==> config.mk <==
export PLATFORM = sky130hd
export DESIGN_NAME = page_free_list_manager
export DESIGN_NICKNAME = d
export VERILOG_FILES = /design/src/rtl/page_free_list_manager_pkg.sv /design/src/rtl/page_free_list_manager_next_ptr_ram.sv /design/src/rtl/page_free_list_manager.sv
export SDC_FILE = /design/constraint.sdc
export NUM_CORES = 1
export LEC_CHECK = 0
export CAP_MARGIN = 10
export CORE_ASPECT_RATIO = 2
export CORE_MARGIN = 4
export CORE_UTILIZATION = 55
export CTS_BUF_LIST = sky130_fd_sc_hd__clkbuf_2
export CTS_CLUSTER_DIAMETER = 30
export DETAILED_ROUTE_END_ITERATION = 8
export PLACE_DENSITY_LB_ADDON = 0.08
export SYNTH_ARGS = -nofsm -noshare
export SYNTH_HDL_FRONTEND = slang
export SYNTH_SLANG_ARGS = --single-unit
==> constraint.sdc <==
create_clock -name clk -period 2.7 [get_ports clk]
set_input_delay 0.54 -clock clk [delete_from_list [all_inputs] [get_ports clk]]
set_output_delay 0.54 -clock clk [all_outputs]
set_load 0.02 [all_outputs]
==> src/rtl/page_free_list_manager_pkg.sv <==
// Shared types and constants for the free-page list manager.
// Optional double-free protection is enabled with PAGE_MGR_DBL_FREE_CHECK_EN.
package page_free_list_manager_pkg;

  typedef enum logic {
    ST_INIT = 1'b0,
    ST_RUN  = 1'b1
  } state_e;

  localparam int unsigned ERR_PULSE_CYCLES = 1;

endpackage

==> src/rtl/page_free_list_manager_next_ptr_ram.sv <==
// Next-pointer storage for the free list: one synchronous write port, one asynchronous read port.
module page_free_list_manager_next_ptr_ram #(
  parameter int unsigned AW = 4
) (
  input  logic          clk,
  input  logic          we_i,
  input  logic [AW-1:0] waddr_i,
  input  logic [AW-1:0] wdata_i,
  input  logic [AW-1:0] raddr_i,
  output logic [AW-1:0] rdata_o
);

  localparam int unsigned DEPTH = 1 << AW;

  logic [AW-1:0] mem_q [DEPTH];

  always_ff @(posedge clk) begin
    if (we_i) mem_q[waddr_i] <= wdata_i;
  end

  assign rdata_o = mem_q[raddr_i];

endmodule

==> src/rtl/page_free_list_manager.sv <==
// Free-page manager: linked free list with init sweep, one alloc and one free per cycle.
// Define PAGE_MGR_DBL_FREE_CHECK_EN to reject frees of pages already in the list.
module page_free_list_manager
  import page_free_list_manager_pkg::*;
#(
  parameter int unsigned PAGE_NUM_LOG = 4
) (
  input  logic                    clk,
  input  logic                    rst_n,
  input  logic                    alloc_req,
  output logic [PAGE_NUM_LOG-1:0] alloc_addr,
  input  logic                    free_req,
  input  logic [PAGE_NUM_LOG-1:0] free_addr,
  output logic [PAGE_NUM_LOG-1:0] last_addr,
  output logic [PAGE_NUM_LOG:0]   count,
  output logic                    empty,
  output logic                    init_done,
  output logic                    overflow_err,
  output logic                    dbl_free_err
);

  localparam int unsigned AW       = PAGE_NUM_LOG;
  localparam int unsigned PAGE_NUM = 1 << AW;
  localparam int unsigned CW       = AW + 1;
  localparam logic [CW-1:0] FULL   = CW'(PAGE_NUM);

  state_e        state_q, state_d;
  logic [AW-1:0] init_cnt_q, init_cnt_d;
  logic [AW-1:0] head_q, head_d;
  logic [AW-1:0] tail_q, tail_d;
  logic [CW-1:0] count_q, count_d;
  logic          empty_q, empty_d;
  logic          init_done_q, init_done_d;
  logic          ovf_q, ovf_d;
  logic          dbl_q, dbl_d;
  logic          ram_we;
  logic [AW-1:0] ram_waddr, ram_wdata, head_next;
  logic          alloc_ok, free_ok, dbl_hit;
`ifdef PAGE_MGR_DBL_FREE_CHECK_EN
  logic [PAGE_NUM-1:0] bitmap_q, bitmap_d;
`endif

  page_free_list_manager_next_ptr_ram #(.AW(AW)) u_next_ptr_ram (
    .clk     (clk),
    .we_i    (ram_we),
    .waddr_i (ram_waddr),
    .wdata_i (ram_wdata),
    .raddr_i (head_q),
    .rdata_o (head_next)
  );

  // Next-state, RAM write mux and accept/reject decisions.
  always_comb begin
    state_d     = state_q;
    init_cnt_d  = init_cnt_q;
    head_d      = head_q;
    tail_d      = tail_q;
    count_d     = count_q;
    empty_d     = empty_q;
    init_done_d = init_done_q;
    ovf_d       = 1'b0;
    dbl_d       = 1'b0;
    ram_we      = 1'b0;
    ram_waddr   = tail_q;
    ram_wdata   = free_addr;
    alloc_ok    = 1'b0;
    free_ok     = 1'b0;
    dbl_hit     = 1'b0;
`ifdef PAGE_MGR_DBL_FREE_CHECK_EN
    bitmap_d    = bitmap_q;
`endif
    case (state_q)
      ST_INIT: begin
        ram_we     = 1'b1;
        ram_waddr  = init_cnt_q;
        ram_wdata  = init_cnt_q + AW'(1);
        init_cnt_d = init_cnt_q + AW'(1);
`ifdef PAGE_MGR_DBL_FREE_CHECK_EN
        bitmap_d[init_cnt_q] = 1'b1;
`endif
        if (init_cnt_q == AW'(PAGE_NUM - 1)) begin
          state_d     = ST_RUN;
          count_d     = FULL;
          empty_d     = 1'b0;
          init_done_d = 1'b1;
        end
      end
      ST_RUN: begin
        alloc_ok = alloc_req && (count_q != '0);
`ifdef PAGE_MGR_DBL_FREE_CHECK_EN
        // An alloc of the same page this cycle removes it first, so that free is legal.
        dbl_hit = bitmap_q[free_addr] && !(alloc_ok && (head_q == free_addr));
`endif
        ovf_d   = free_req && (count_q == FULL);
        dbl_d   = free_req && !ovf_d && dbl_hit;
        free_ok = free_req && !ovf_d && !dbl_hit;
        if (alloc_ok) begin
          head_d = head_next;
`ifdef PAGE_MGR_DBL_FREE_CHECK_EN
          bitmap_d[head_q] = 1'b0;
`endif
        end
        if (free_ok) begin
          tail_d = free_addr;
`ifdef PAGE_MGR_DBL_FREE_CHECK_EN
          bitmap_d[free_addr] = 1'b1;
`endif
          // List ends up holding only the freed page: no link to write.
          if ((count_q == '0) || ((count_q == CW'(1)) && alloc_ok)) head_d = free_addr;
          else ram_we = 1'b1;
        end
        count_d = count_q + CW'(free_ok) - CW'(alloc_ok);
        empty_d = (count_d == '0);
      end
      default: state_d = ST_INIT;
    endcase
  end

  always_ff @(posedge clk) begin
    if (!rst_n) begin
      state_q     <= ST_INIT;
      init_cnt_q  <= '0;
      head_q      <= '0;
      tail_q      <= AW'(PAGE_NUM - 1);
      count_q     <= '0;
      empty_q     <= 1'b1;
      init_done_q <= 1'b0;
      ovf_q       <= 1'b0;
      dbl_q       <= 1'b0;
`ifdef PAGE_MGR_DBL_FREE_CHECK_EN
      bitmap_q    <= '0;
`endif
    end else begin
      state_q     <= state_d;
      init_cnt_q  <= init_cnt_d;
      head_q      <= head_d;
      tail_q      <= tail_d;
      count_q     <= count_d;
      empty_q     <= empty_d;
      init_done_q <= init_done_d;
      ovf_q       <= ovf_d;
      dbl_q       <= dbl_d;
`ifdef PAGE_MGR_DBL_FREE_CHECK_EN
      bitmap_q    <= bitmap_d;
`endif
    end
  end

  assign alloc_addr   = head_q;
  assign last_addr    = tail_q;
  assign count        = count_q;
  assign empty        = empty_q;
  assign init_done    = init_done_q;
  assign overflow_err = ovf_q;
  assign dbl_free_err = dbl_q;

endmodule

======== Word level (Yosys, flattened, before mapping) ========
Memories as Yosys holds them, arrays and structs flattened. A register that Yosys moved wholly into a read port is not among the register bits.
Index checks and enable logic that the tools add are counted.
word-level totals
  bits in registers ....................... 21
  bits in writable memories ............... 64
  input bits .............................. 8
  output and inout bits ................... 17
  logic and storage cells ................. 47
  memories kept ........................... 1
operators by class
  add/subtract/negate cells ............... 3
  equal/unequal tests ..................... 4
  multiplexer cells ....................... 18
  bitwise gates (word level) .............. 1
  reductions and logical operators ........ 12
memories
  name                  words  bits a word  rd ports  clocked after memory_dff  wr ports  RTL line                                   RTL
  u_next_ptr_ram.mem_q  16     4            1         1                         1         page_free_list_manager_next_ptr_ram.sv:15  logic [AW-1:0] mem_q [DEPTH];
operator list
  kind                                                                    number
  4-bit 2-to-1 mux                                                        7
  5-bit zero test                                                         2
  5-bit case mux with 2 select lines                                      1
  1-bit 2-to-1 mux                                                        7
  2-bit AND reduction                                                     3
  5-bit by 1-bit adder with 5-bit output                                  1
  5-bit by 1-bit equality test with 1-bit output (second input constant)  1
  5-bit equality test (second input constant)                             1
  5-bit 2-to-1 mux                                                        1
  5-bit nonzero test                                                      1
  5-bit by 1-bit subtractor with 5-bit output                             1
  4-bit by 1-bit adder with 4-bit output (second input constant)          1
  4-bit equality test (second input constant)                             1
  1-bit logical AND                                                       4
  1-bit case mux with 2 select lines                                      2
  2-bit inequality test (second input constant)                           1
  1-bit zero test                                                         1
  1-bit logical OR                                                        1
  1-bit inverter                                                          1

======== Depth between registers and ports, before layout ========
Gate-level depths: netlist (run 1).
  depth after elaboration ................. 9
  depth in mapped cells ................... 14
  mapped depth without buffers ............ 14

======== Hierarchy ========
A second synthesis (run 1) with hierarchy kept.
second synthesis, totals
  cells, all modules ...................... 265
  area, all modules ....................... 3793.6 um^2
by module, submodules not included
  module                               times used  cells an instance  area an instance (um^2)
  page_free_list_manager_next_ptr_ram  1           126                2586.2
  page_free_list_manager               1           139                1207.4

======== Worst setup path before layout (run 1) ========
No wires, ideal clock.
  path type ............................... reg2reg
  start ................................... reg count_q[3], in the netlist count[3]
  end ..................................... reg empty_q, in the netlist empty
  library setup time ...................... 0.079 ns
  data arrival time ....................... 2.759 ns
  path slack .............................. -0.138 ns
  cell stages (with the launch flop) ...... 12
  period minus slack after synthesis ...... 2.838 ns
  path through ............................ dfxtp_1 inv_1 ha_1 or4b_1 and2_4 nand2_1 nand2_1 ha_1 fa_1 xor2_1 or4_1 o211ai_1
on the way
  cells in the longest elaborated chain, start to end .. 8
  elaborated cells between the ends (all ways) .. 10
  those cells by class .................... add/sub (2); eq/ne (1); mux (1); reduce/logical (6)
RTL lines
  item                                           RTL line                       RTL
  start, declared                                page_free_list_manager.sv:31   logic [CW-1:0] count_q, count_d;
  start signal, assigned                         page_free_list_manager.sv:138  count_q <= count_d;
  5-bit equality test                            page_free_list_manager.sv:94   ovf_d = free_req && (count_q == FULL);
  1-bit logical AND                              page_free_list_manager.sv:94
  1-bit zero test                                page_free_list_manager.sv:96   free_ok = free_req && !ovf_d && !dbl_hit;
  1-bit logical AND                              page_free_list_manager.sv:96
  5-bit by 1-bit adder with 5-bit output         page_free_list_manager.sv:112  count_d = count_q + CW'(free_ok) - CW'(alloc_ok);
  5-bit by 1-bit subtractor with 5-bit output *  page_free_list_manager.sv:112
  5-bit zero test *                              page_free_list_manager.sv:113  empty_d = (count_d == '0);
  1-bit case mux with 2 select lines *           page_free_list_manager.sv:72   case (state_q)
  end signal, assigned                           page_free_list_manager.sv:139  empty_q <= empty_d;
  end, declared                                  page_free_list_manager.sv:32   logic empty_q, empty_d;
Mark *: on every way between the ends. The rest lies on a longest branch, timed or not.
A chain may end at the register's enable or synchronous reset.

======== Worst setup path after layout (run 1) ========
Ends and elaborated chain as after synthesis.

==> impl_metrics.yaml, run 1 <==
worst_setup_path:
  crit_fanout: 2
  crit_path_cell_trace: "inv_2, ha_4, or4b_4, and2_4, nand2_2, nand2_1, ha_2, fa_2, xor2_1, or4_1, o211ai_1"
  start_kind: "register"
  crit_slowest_cell: "sky130_fd_sc_hd__or4_1"
  cp_data_required_time_ns: 3.19
  worst_setup_path_end_kind: "register"
  critical_path_class: "reg2reg"
  worst-endpoint-arrival_ns: 3.24
  worst_path_largest_cell_delay_ns: 0.54
placement:
  dp_hpwl_mm: 6.175
  gp_routability_congestion: 0.8325
  io_buffers: 23
  placed_cell_area_um2: 4308
timing:
  worst_tran_pin_value_ns: 0.8467
  fin_ws_ns: -0.05355
  finClkSkew_ns: 0.04043
  final_critical_period_ns: 2.754
  worst_slew_margin_rel_pct: 43.29
  clock.fmax_mhz: 363.2
  final_max_slew_viol_count: 0
  hold_viol: 0
  worst_hold_slack_ns: 0.5047
  final.period_utilization_pct: 102.0
  report.final.setup_viol: 2
  rsz0062_at_grt: "true"
logic_synthesis:
  seq_area_frac_synth_pct: 63.04
  post_synth_main_area_contributors: "sky130_fd_sc_hd__edfxtp_1, sky130_fd_sc_hd__dfxtp_1, sky130_fd_sc_hd__mux4_2"
  synth_cells: 294
  netlist_area_um2: 3842
  syn_avg_cell_area_um2: 13.07
  postSynth.asyncResetShare_pct: 0
  synth_fp_nets: 309
  ys.warnings.count: 0
  edff_count_synth: 64
  synthDistinctLibCells: 47
  synth.ff_latch_count: 89
  synthFlopType: "sky130_fd_sc_hd__edfxtp_1"
  post-synth-top-area-fraction_pct: 50.02
  synth_top_cell_by_area: "sky130_fd_sc_hd__edfxtp_1"
run:
  cap_viol_max_count: 0
clock_network:
  cts_tree: "built"
  cts-root-buf: "sky130_fd_sc_hd__clkbuf_2"
  clk_latency_ns: 0.55
  clk_path_buf_depth: 2
  clock_sinks: 89
  numCtsBuffers: 9
  htree_depth: 3
  clkTransAtPathRegs_ns: 0.23
drt:
  drt-total-wl_mm: 8.397
  drt-vias-per-instance: 5.804
  drc: 0
  dr_total_vias: 2513
  detail_route.first_pass.iterations: 4
  wire_per_inst_um: 19.39
  detail_route.iter0.violations: 123
  postRouteAntennaNets: 0
cells_and_area:
  num_antenna_cells: 0
  area.growth.synth_to_final_pct: 16.28
  final_layout_size_suffix_gt1_share_pct: 19.71
  final_net_count: 355
  layout.cells.most_common: "sky130_fd_sc_hd__edfxtp_1"
  final_cell_area_um2: 4468
  final_cell_mix: "sky130_fd_sc_hd__edfxtp_1, sky130_fd_sc_hd__nor2_1, sky130_fd_sc_hd__buf_4"
  final.fill_count: 576
power:
  worst_ir_drop_vdd_uv: 340.8
  powerDensity_nw_per_um2: 495.0
  power_leakage_nw: 1.494
global_route:
  globalRouteOverflowTotal: 0
  global_route.usage.total_pct: 21.75
  grt_antenna_before_repair: 0
  grt_start_max_net_pins: 21
  grt_pass1_vias: 2566
  grt_first_pass_wirelength_mm: 13.29
floorplanning:
  die_width_um: 67.10
  die_area_um2: 8468
  design.portCount: 25
  placementRows: 42
  start_util_pct: 57.12
  core_area_um2: 6726
  die_height_um: 126.2
run_status:
  outcome: "complete, but fails checks"
  failed_checks: "negative setup slack"
min_path:
  hold_path.class: "reg2reg"
## area by class of cell
class	instances	area, µm²	share of cell area, %
flip-flops and latches	89	2427	54.33
multi-input cells	183	1375	30.78
repair buffers	51	440.4	9.857
well taps	88	110.1	2.464
clock buffers	9	45.04	1.008
clock inverters	7	45.04	1.008
inverters	6	25.02	0.5601
## final timing paths
path / start / endpoint / slack (ns) / depth (start not counted)
worst max-delay path: count[3] / empty / -0.05 / 11
worst min register to register: init_done / init_done / 0.50 / 1
worst max register to register: count[3] / empty / -0.05 / 11
worst min-delay path: init_done / init_done / 0.50 / 1
## cells by family after synthesis
group	after synthesis	share of synthesized area, %
compound gates	49	9.053
xor+xnor	7	1.596
fa+ha+maj	7	2.475
buf+inv	22	2.442
flops	89	63.04
mux	25	9.443
other cells	1	0.09759
simple gates	94	11.85
## per-layer routing
| layer | GRT usage, % | share of wire, % | vias up | wire [µm] |
|---|---|---|---|---|
| met1 | 24.05 | 37 | 1223 | 3120 |
| met2 | 39.27 | 57 | 74 | 4810 |
| met4 | 7.656 | 1.8 | 0 | 150 |
| met5 | 0 | 0 | - | 0 |
| met3 | 4.902 | 3.8 | 15 | 315 |
| li1 | - | - | 1201 | - |
## state kept, by name, indices dropped and copies added, names as in the netlist, named ones only
register and count:
alloc_addr 4, count 5, empty 1, init_cnt_q 4
init_done 1, last_addr 4, overflow_err 1, state_q 1
u_next_ptr_ram.mem_q 64
## stage by stage
stage / total power, mW / worst slack, ns / std cells / TNS, ns / util (%)
after floorplan: 1.624 / 0.002007 / 294 / 0 / -
after global routing: 2.300 / -0.1682 / 433 / -0.3234 / 66.42
after detailed placement: 1.688 / -0.08557 / 413 / -0.08557 / 64.04
after global placement: 1.684 / 0.01692 / 413 / 0 / 64.04
after CTS: 2.229 / -0.05345 / 431 / -0.05345 / 65.83
final: 2.212 / -0.05355 / 433 / -0.07532 / 66.42
## cell usage after synthesis (4+ instances only)
master / instances
sky130_fd_sc_hd__clkbuf_1: 11
sky130_fd_sc_hd__edfxtp_1: 64
sky130_fd_sc_hd__mux2i_1: 16
sky130_fd_sc_hd__o211ai_1: 4
sky130_fd_sc_hd__and3_1: 4
sky130_fd_sc_hd__inv_1: 5
sky130_fd_sc_hd__a21oi_1: 6
sky130_fd_sc_hd__nand2b_1: 4
sky130_fd_sc_hd__ha_1: 6
sky130_fd_sc_hd__nand3_1: 6
sky130_fd_sc_hd__nand2_1: 27
sky130_fd_sc_hd__mux4_2: 9
sky130_fd_sc_hd__nor2b_1: 7
sky130_fd_sc_hd__nor2_1: 29
sky130_fd_sc_hd__xnor2_1: 4
sky130_fd_sc_hd__dfxtp_1: 25
sky130_fd_sc_hd__o21ai_0: 4
sky130_fd_sc_hd__a31oi_1: 11
## worst max-delay path, delay by kind of cell (launching register included)
kind,cells,cell delay (ns)
AND/OR/NAND/NOR,5,1.25
adder cells (fa/ha/maj),3,0.67
flip-flops,1,0.38
AO/OA/AOI/OAI,1,0.17
XOR/XNOR,1,0.16
buffers and inverters,1,0.07
## power by group
group	switching, mW	leakage (nW)	internal (mW)
Clock	0.439	0.0534	0.118
Combinational	0.0855	0.649	0.0465
Sequential	0.0136	0.792	1.51
## repair_timing
| item | CTS | global route |
|---|---|---|
| hold buffers | 0 | 0 |
| endpoints found under the setup margin | 1 | 2 |
| buffers inserted | 2 | 2 |
| gates resized for setup | 5 | 6 |
| pin swaps | 5 | 7 |
Power figures use the tool's default switching activity.
==> run 2: changes to the inputs <==
Settings changed: CTS_CLUSTER_SIZE set to 30.
==> results of run 2 <==
Final layout, timing and power as in run 1 (identical DEF).
